`config.mk`:
```
export PLATFORM = sky130hd
export DESIGN_NAME = rv_width_downsizer
export DESIGN_NICKNAME = d
export VERILOG_FILES = /design/src/rtl/rv_width_downsizer.sv
export SDC_FILE = /design/constraint.sdc
export NUM_CORES = 1
export LEC_CHECK = 0
export CAP_MARGIN = 15
export CORE_AREA = 2 2 67 69
export DETAILED_ROUTE_END_ITERATION = 10
export DIE_AREA = 0 0 69 71
export PLACE_DENSITY_LB_ADDON = 0.12
export SLEW_MARGIN = 15
export SYNTH_ARGS = -nofsm -noshare
export SYNTH_HDL_FRONTEND = slang
export SYNTH_SLANG_ARGS = --single-unit
```
`constraint.sdc`:
```
create_clock -name clk -period 1.6 [get_ports clk]
set_input_delay 0.16 -clock clk [delete_from_list [all_inputs] [get_ports clk]]
set_output_delay 0.16 -clock clk [all_outputs]
set_load 0.01 [all_outputs]
```
`src/rtl/rv_width_downsizer.sv`:
```
// rtl/rv_width_downsizer.sv - ready/valid serializer, one DW-bit word out as DW/OW OW-bit beats
module rv_width_downsizer #(
  parameter int unsigned DW        = 32,
  parameter int unsigned OW        = 8,
  parameter bit          MSB_FIRST = 1'b0
) (
  input  logic          clk,
  input  logic          rst_n,
  input  logic          in_valid,
  output logic          in_ready,
  input  logic [DW-1:0] in_data,
  output logic          out_valid,
  input  logic          out_ready,
  output logic [OW-1:0] out_data,
  output logic          out_last,
  output logic          busy
);

  localparam int unsigned   RATIO = DW / OW;
  localparam int unsigned   CW    = (RATIO > 1) ? $clog2(RATIO) : 1;
  localparam logic [CW-1:0] LAST  = CW'(RATIO - 1);

  generate
    if ((OW == 0) || ((DW % OW) != 0) || ((DW / OW) < 2)) begin : g_param_check
      $fatal(1, "rv_width_downsizer: DW must be a multiple of OW with DW/OW >= 2");
    end
  endgenerate

  typedef enum logic {
    S_EMPTY = 1'b0,
    S_BUSY  = 1'b1
  } state_t;

  state_t        state_q, state_d;
  logic [CW-1:0] cnt_q, cnt_d;
  logic [DW-1:0] wbuf_q, wbuf_d;
  logic          on_last;
  logic          push;
  logic          pop;

  assign on_last   = (cnt_q == LAST);
  assign out_valid = (state_q == S_BUSY);
  assign out_last  = out_valid && on_last;
  assign busy      = out_valid;

  // out_ready -> in_ready is the only combinational path; it gives the zero-bubble handoff.
  assign in_ready  = (state_q == S_EMPTY) || (out_ready && on_last);
  assign push      = in_valid && in_ready;
  assign pop       = out_valid && out_ready;

  always_comb begin
    out_data = '0;
    for (int i = 0; i < int'(RATIO); i++) begin
      if (cnt_q == CW'(i)) begin
        out_data = MSB_FIRST ? wbuf_q[DW-1-i*OW -: OW] : wbuf_q[i*OW +: OW];
      end
    end
  end

  always_comb begin
    state_d = state_q;
    cnt_d   = cnt_q;
    wbuf_d  = wbuf_q;
    case (state_q)
      S_EMPTY: begin
        if (push) begin
          wbuf_d  = in_data;
          cnt_d   = '0;
          state_d = S_BUSY;
        end
      end
      S_BUSY: begin
        if (pop) begin
          if (!on_last) begin
            cnt_d = cnt_q + CW'(1);
          end else if (push) begin
            wbuf_d = in_data;
            cnt_d  = '0;
          end else begin
            cnt_d   = '0;
            state_d = S_EMPTY;
          end
        end
      end
      default: begin
        cnt_d   = '0;
        state_d = S_EMPTY;
      end
    endcase
  end

  always_ff @(posedge clk or negedge rst_n) begin
    if (!rst_n) begin
      state_q <= S_EMPTY;
      cnt_q   <= '0;
      wbuf_q  <= '0;
    end else begin
      state_q <= state_d;
      cnt_q   <= cnt_d;
      wbuf_q  <= wbuf_d;
    end
  end

endmodule

```
# After elaboration in Yosys (flattened, before gate mapping)
# Cells that the tools add are included.
[op_classes] eq_ne=6 add_sub_neg=1 n_bitwise=1 n_reduce_logical=8 div=0 multipliers=0 muxes=16 magnitude_cmp=0 n_shift=0
[op_table] operator="$mux W32" n=3
[op_table] operator="$pmux W32 S2" n=1
[op_table] operator="$mux W8" n=4
[op_table] operator="$mux W2" n=3
[op_table] operator="$eq A2 B2 Y1 const B" n=2
[op_table] operator="$logic_and A1 B1 Y1" n=4
[op_table] operator="$ne A2 B1 Y1 const B" n=2
[op_table] operator="$pmux W2 S2" n=1
[op_table] operator="$reduce_and A2 Y1" n=2
[op_table] operator="$mux W1" n=3
[op_table] operator="$add A2 B1 Y2 const B" n=1
[op_table] operator="$eq A2 B1 Y1 const B" n=1
[op_table] operator="$logic_not A2 Y1" n=1
[op_table] operator="$ne A2 B2 Y1 const B" n=1
[op_table] operator="$pmux W1 S2" n=1
[op_table] operator="$logic_or A1 B1 Y1" n=1
[op_table] operator="$not A1 Y1" n=1
[word_totals] latch_bits=0 n_memories=0 ramBits=0 output_inout_bits=12 romBits=0 wordCells=35 register_bits=35

# Longest topological paths before layout
# Gate-level depths: netlist of run 1.
[logic_depth] word_depth=8 mapped_depth=6

# Worst setup path after synthesis of run 1
# No wires, ideal clock.
[synth_timing] path_type="register to register" start="register cnt_q[0]" end="register wbuf_q[0]" n_path_buf=1 t_arrival_ns=1.473 stages_incl_launch_ff=6 period_less_slack_ns=1.598 setup_time_ns=0.125 path_slack_ns=0.002 cell_sequence="dfrtp_1 ha_1 a21bo_4 nand2_4 buf_6 mux2_4"
[synth_between] elab_chain_cells=8 word_cells_on_any_way=10 classes_between="eq/ne: 2; mux: 4; reduce/logical: 4"
[synth_lines] item="from (decl)" line_no="35" text="logic [CW-1:0] cnt_q, cnt_d;"
[synth_lines] item="from (signal assigned)" line_no="99" text="cnt_q <= cnt_d;"
[synth_lines] item="$eq A2 B2 Y1 (*)" line_no="41" text="assign on_last = (cnt_q == LAST);"
[synth_lines] item="$logic_and A1 B1 Y1 (*)" line_no="47" text="assign in_ready = (state_q == S_EMPTY) || (out_ready && on_last);"
[synth_lines] item="$logic_or A1 B1 Y1 (*)" line_no="47"
[synth_lines] item="via in_ready" line_no="10" text="output logic in_ready,"
[synth_lines] item="$logic_and A1 B1 Y1 (*)" line_no="48" text="assign push = in_valid && in_ready;"
[synth_lines] item="$mux W32 (*)"
[synth_lines] item="$mux W32 (2 in a row)"
[synth_lines] item="$pmux W32 S2 (*)"
[synth_lines] item="to (signal assigned)" line_no="100" text="wbuf_q <= wbuf_d;"
[synth_lines] item="to (decl)" line_no="36" text="logic [DW-1:0] wbuf_q, wbuf_d;"
# The timed path passes the listed nets; every way through them passes the cells marked *. The select of a mux whose other input is x is not followed.
# A chain may end at the register's enable or synchronous reset.

# Worst setup path after layout of run 1
[layout_timing] start="register cnt_q[0]" end="output port out_data[5]"
[layout_between] elab_chain_cells=5 word_cells_on_any_way=8 classes_between="eq/ne: 3; mux: 4; reduce/logical: 1"
[layout_lines] item="$logic_not A2 Y1" line_no="54" text="if (cnt_q == CW'(i)) begin"
[layout_lines] item="$mux W8 (3 in a row)" line_no="54"
[layout_lines] item="$mux W8 (*)" line_no="54"
[layout_lines] item="to (decl)" line_no="14" text="output logic [OW-1:0] out_data,"
# Mark *: on every way between the ends. The rest lies on a longest branch, timed or not.

==> impl_metrics.tcl, run 1 <==
set metrics [dict create \
    port_buffers 47 \
    core_mm2 0.004204 \
    power_frac_clock 0.122 \
    grt_use_total 0.1689 \
    gp_congestion 0.7494 \
    power_density_mw_per_mm2 1941 \
    drt-initial-drc-count 49 \
    num_rows 24 \
    violations "negative setup slack" \
    clkSinkCount 35 \
    die_width_um 69 \
    clk_latency_ns 0.29 \
    power_switching_share 0.3458 \
    grt_first_pass_wirelength_um 6479 \
    startpoint_type "flip-flop" \
    holdWs_ns 0.2914 \
    clk_pin_slew_ns 0.08 \
    power.leakage_nw 1.196 \
    p_int_mw 3.328 \
    synth_nets 167 \
    ios 48 \
    diodes 0 \
    via_count 1201 \
    hold_class "input pin to async pin" \
    antenna_left 0 \
    p_sw_mw 1.759 \
    fin_tns_setup_ns -4.643 \
    fillers 320 \
    worstSetupPathType "flip-flop to output port" \
    finalCritPeriodShare 1.104 \
    worst_slack_ns -0.1656 \
    tritoncts "done" \
    die_h_um 71 \
    min_period_ns 1.766 \
    ir_worst_vdd_v 0.0009949 \
    yosys_warnings 0 \
    final_cells 243 \
    max_freq_mhz 566.4 \
    cts_root_buf "clkbuf_8" \
    crit_required_ns 1.44 \
    die_area_mm2 0.004899 \
    grt-ovfl-total 0 \
    cts_hold_buf 0 \
    numCtsBuffers 5 \
    grt_antenna_before_repair 0 \
    start_util 0.4152 \
    grt_pass1_vias 1305 \
    hpwlAfterDp_um 2765 \
    syn2layout_area_growth_pct 50.18 \
    slew_violations 0 \
    grt_max_degree 36 \
    syn_area_mm2 0.001745 \
    nets 230 \
    worstPathArrival_ns 1.61 \
    outcome "finished, violations left" \
    firstDrtPassIters 4 \
    rsz0062_at_grt "true" \
    path_max_fanout 6 \
    r2r_slack_ns -0.14 \
    drive_gt1_frac 0.4398 \
    cts_max_path_buffers 2 \
    share_comb_of_total_power 0.551 \
    ys_ff_latch 35 \
    placed_area_mm2 0.002344 \
    cp-end-kind "output port" \
    relSlewSlack 0.7036 \
    placed_cells 231 \
    final-hold-violation-count 0 \
    syn_area_per_cell_um2 13.74 \
    setup_viol 38 \
    finalWirelength_um 4056 \
    drcViolationCount 0 \
    clock_skew_ns 0.006997 \
    cap_violations 0 \
    vias_per_cell 4.942 \
    stdcell_area_mm2 0.002621 \
    tightestPinTransition_ns 0.4446 \
    p_seq_frac 0.327 \
    synthCells 127 \
    routedWlPerCell_um 16.69 \
    synth_cell_types 21 \
    yosysSeqAreaShare 0.5018 \
    htreeDepth 2 \
]
[layout make-up]
cell class                 instances  area (um^2)  area share
sequential                        35        878.3      0.3351
clock inverter                     3        20.02    0.007637
multi-input combinational         82        932.1      0.3556
clock buffer                       5        68.82     0.02625
timing repair buffer              63        645.6      0.2463
tap                               52        65.06     0.02482
inverter                           3        11.26    0.004296
[placed cells by master, fill, tap and decap left out, drive strengths merged]
cell           count
nand2b             3
dfrtp             35
mux2              32
o31ai              1
a21bo              1
clkdlybuf4s50     37
inv                3
o2bb2ai            1
clkinv             1
nand3b             8
a31oi              8
o22ai              7
clkbuf             7
nor2               2
nand3              3
nand2             11
ha                 4
and2               1
clkinvlp           2
buf               24
[per-stage QoR]
| step | util | total power [mW] | setup slack, ns |
|---|---|---|---|
| floorplan | - | 3.018 | 0.001855 |
| global placement | 0.5574 | 4.026 | -0.3373 |
| detailed placement | 0.5574 | 4.086 | -0.3917 |
| CTS | 0.6006 | 4.876 | -0.1760 |
| global route | 0.6235 | 5.401 | -0.2377 |
| finish | 0.6235 | 5.087 | -0.1656 |
[cell usage after synthesis]
cell,instances,area (um^2)
buf_6,3,33.78
ha_1,4,50.05
buf_1,1,3.750
buf_4,1,7.510
clkbuf_1,2,7.510
mux2_2,2,22.52
and2_1,1,6.260
o31ai_1,1,7.510
inv_1,3,11.26
mux2_4,30,450.4
nand3_1,3,15.01
nand3b_1,8,60.06
nand2_1,10,37.54
nand2_4,1,11.26
nand2b_1,3,18.77
nor2_1,2,7.510
a31oi_1,8,50.05
o22ai_1,7,43.79
a21bo_4,1,16.27
o2bb2ai_1,1,8.760
dfrtp_1,35,875.8
[power by group through the flow]
stage / sequential, mW / clock [mW] / combinational [mW]
after global placement: 1.63 / 0 / 2.39
after CTS: 1.66 / 0.637 / 2.58
after detailed placement: 1.64 / 0 / 2.45
final: 1.66 / 0.622 / 2.80
after floorplan: 1.53 / 0 / 1.49
after global routing: 1.73 / 0.679 / 3.00
[registers in the layout (all words and copies together) (netlist names)]
signal,count
wbuf_q,32
cnt_q,2
busy,1
[critical path: stages, from the launching register on]
cell and delay, ns:
dfrtp_2 0.45, inv_2 0.10, ha_4 0.16, buf_6 0.11
nor2_4 0.04, buf_6 0.13, a31oi_2 0.18, buf_2 0.16
[logic make-up (layout without fill, tap and decap cells)]
logic type | after synthesis | in the layout | share of synthesized area
DFF | 35 | 35 | 0.5018
muxes | 32 | 32 | 0.2710
buffers and inverters | 10 | 74 | 0.03656
and+or+nand+nor | 28 | 28 | 0.08961
adders and majority gates | 4 | 4 | 0.02867
AOI/OAI and AO/OA | 18 | 18 | 0.07241
[repair_timing]
| item | in CTS | in global routing |
|---|---|---|
| endpoints found under the setup margin | 42 | 40 |
| buffers inserted | 2 | 0 |
| gates cloned | 0 | 2 |
| gates resized for setup | 68 | 6 |
| pin swaps | 8 | 4 |
| endpoints found under the hold margin | 0 | 0 |
[layer usage]
metal  vias up  global-route usage  wire length (um)
met5         -                   0                 0
met2        30              0.2831              2042
li1        583                   -                 -
met3         5             0.04558               176
met1       583              0.2110              1797
met4         0             0.06100                39
[worst paths after layout]
check,depth (start not counted),endpoint,from
hold / removal,2,wbuf_q[17],rst_n
setup reg to reg,6,wbuf_q[28],cnt_q[1]
setup / recovery,7,out_data[5],cnt_q[0]
max in group asynchronous,2,cnt_q[1],rst_n
min in group clk,2,wbuf_q[17],in_data[17]
hold reg to reg,1,wbuf_q[14],wbuf_q[14]
(Power assumes the default switching activity.)
==> run 2, diff against run 1 <==
--- a/config.mk
+++ b/config.mk
@@ -10,6 +10,7 @@
 export DETAILED_ROUTE_END_ITERATION = 10
 export DIE_AREA = 0 0 69 71
 export PLACE_DENSITY_LB_ADDON = 0.12
+export SETUP_SLACK_MARGIN = 0.05
 export SLEW_MARGIN = 15
 export SYNTH_ARGS = -nofsm -noshare
 export SYNTH_HDL_FRONTEND = slang
==> impl_metrics.tcl, run 2 (synthesis results as in run 1) <==
set metrics [dict create \
    outcome "finished, violations left" \
    violations "negative setup slack" \
    fin_tns_setup_ns -4.431 \
    tightestPinTransition_ns 0.4445 \
    final_cell_mix "37 x clkdlybuf4s50_1, 34 x dfrtp_1, 32 x mux2_4" \
    total_power_mw 4.814 \
    tritoncts "done" \
    path_max_fanout 8 \
    grt_use_total 0.1676 \
    min_period_ns 1.735 \
    layout_commonest_cell "clkdlybuf4s50_1" \
    firstDrtPassIters 4 \
    cts_root_buf "clkbuf_8" \
    clk_pin_slew_ns 0.06 \
    max_freq_mhz 576.4 \
    htreeDepth 2 \
    r2r_slack_ns -0.14 \
    numCtsBuffers 5 \
    slew_violations 0 \
    antenna_left 0 \
    routedWlPerCell_um 16.48 \
    startpoint_type "flip-flop" \
    worst_slack_ns -0.1350 \
    grt_pass1_vias 1287 \
    vias_per_cell 5.029 \
    gp_congestion 0.7889 \
    hpwlAfterDp_um 2678 \
    final_util 0.6098 \
    largest_register "wbuf_q" \
    cap_violations 0 \
    p_int_mw 3.179 \
    ir_worst_vdd_v 0.0009561 \
    drt-initial-drc-count 53 \
    relSlewSlack 0.7037 \
    grt-ovfl-total 0 \
    largest_reg_flops 32 \
    die_h_um 71 \
    clkSinkCount 35 \
    cts_hold_buf 0 \
    p_seq_frac 0.342 \
    drcViolationCount 0 \
    finalWirelength_um 4005 \
    hold_class "input pin to async pin" \
    die_area_mm2 0.004899 \
    rsz0062_at_grt "true" \
    die_width_um 69 \
    syn2layout_area_growth_pct 46.88 \
    fillers 348 \
    power_switching_share 0.3396 \
    worstSetupPathType "flip-flop to flip-flop" \
    power_density_mw_per_mm2 1878 \
    setup_viol 41 \
    power.leakage_nw 1.201 \
    clk_latency_ns 0.28 \
    share_comb_of_total_power 0.533 \
    finalCritPeriodShare 1.084 \
    grt_antenna_before_repair 0 \
    drive_gt1_frac 0.4136 \
    grt_max_degree 36 \
    grt_first_pass_wirelength_um 6410 \
    worstPathArrival_ns 1.90 \
    cts_max_path_buffers 2 \
    core_mm2 0.004204 \
    num_rows 24 \
    rr_startpoint "cnt_q[1]" \
    nets 230 \
    diodes 0 \
    ios 48 \
    power_frac_clock 0.125 \
    start_util 0.4152 \
    clock_skew_ns 0.005736 \
    cp-end-kind "flip-flop" \
    reg2reg_depth 6 \
    crit_required_ns 1.77 \
    p_sw_mw 1.635 \
    r2r_end "wbuf_q[1]" \
    via_count 1222 \
    port_buffers 47 \
    final-hold-violation-count 0 \
]
-- run 2: cell count changes in the layout (fill, tap and decap cells not counted), moves of 2 or more --
cell and change:
a31oi_1 +3, buf_6 -6, a31oi_4 -2, clkinvlp_4 -2, buf_4 +2, clkbuf_1 +2, buf_2 +3
-- run 2: area by class of cell --
type,count,area (um^2),area share
flip-flops and latches,35,877.1,0.3421
well taps,52,65.06,0.02538
clock buffers,7,76.32,0.02977
repair buffers,63,633.1,0.2469
inverters,3,11.26,0.004392
multi-input cells,82,895.9,0.3494
clock inverters,1,5.005,0.001952
-- run 2: what timing repair did --
item / in CTS / in global routing
gates resized for setup: 59 / 5
gates cloned: 0 / 3
pin swaps: 5 / 3
setup endpoints to repair: 42 / 41
hold endpoints to repair: 0 / 0
buffers inserted: 1 / 0
-- run 2: power by group through the flow --
stage	registers (mW)	logic [mW]	clock network, mW
2_1_floorplan	1.53	1.49	0
3_3_place_gp	1.64	2.39	0
3_5_place_dp	1.63	2.45	0
4_1_cts	1.63	2.44	0.630
5_1_grt	1.71	2.77	0.663
6_report	1.64	2.57	0.602
-- run 2: worst max-delay path by stage --
stage / start / end / cells past startpoint
2_1_floorplan: cnt_q[0] / wbuf_q[0] / 5
3_3_place_gp: cnt_q[0] / out_data[5] / 6
3_5_place_dp: cnt_q[0] / out_data[5] / 6
4_1_cts: cnt_q[1] / out_data[5] / 5
5_1_grt: cnt_q[1] / out_data[0] / 7
6_report: cnt_q[1] / wbuf_q[1] / 6
-- run 2: worst max-delay path, stage by stage (launching register included) --
cell	delay, ns
dfrtp_2	0.44
ha_2	0.21
buf_6	0.14
a21bo_4	0.23
nand2_8	0.12
clkbuf_16	0.18
mux2_4	0.30
-- run 2: stage by stage --
| step | worst slack [ns] | hold WS (ns) | instances | instance area (um^2) |
|---|---|---|---|---|
| final | -0.1350 | 0.2924 | 243 | 2564 |
| after global routing | -0.2110 | 0.3338 | 243 | 2564 |
| after CTS | -0.1454 | 0.3051 | 240 | 2457 |
| after detailed placement | -0.3930 | 0.4971 | 231 | 2346 |
| after global placement | -0.3310 | 0.4956 | 231 | 2346 |
| after floorplan | 0.05480 | -0.1356 | 127 | 1748 |
-- run 2: per-layer routing --
metal	vias up	track usage	routed length, um
li1	579	-	-
met1	604	0.2289	1805
met2	34	0.2618	1967
met3	5	0.04131	187
met4	0	0.05882	44
met5	-	0	0
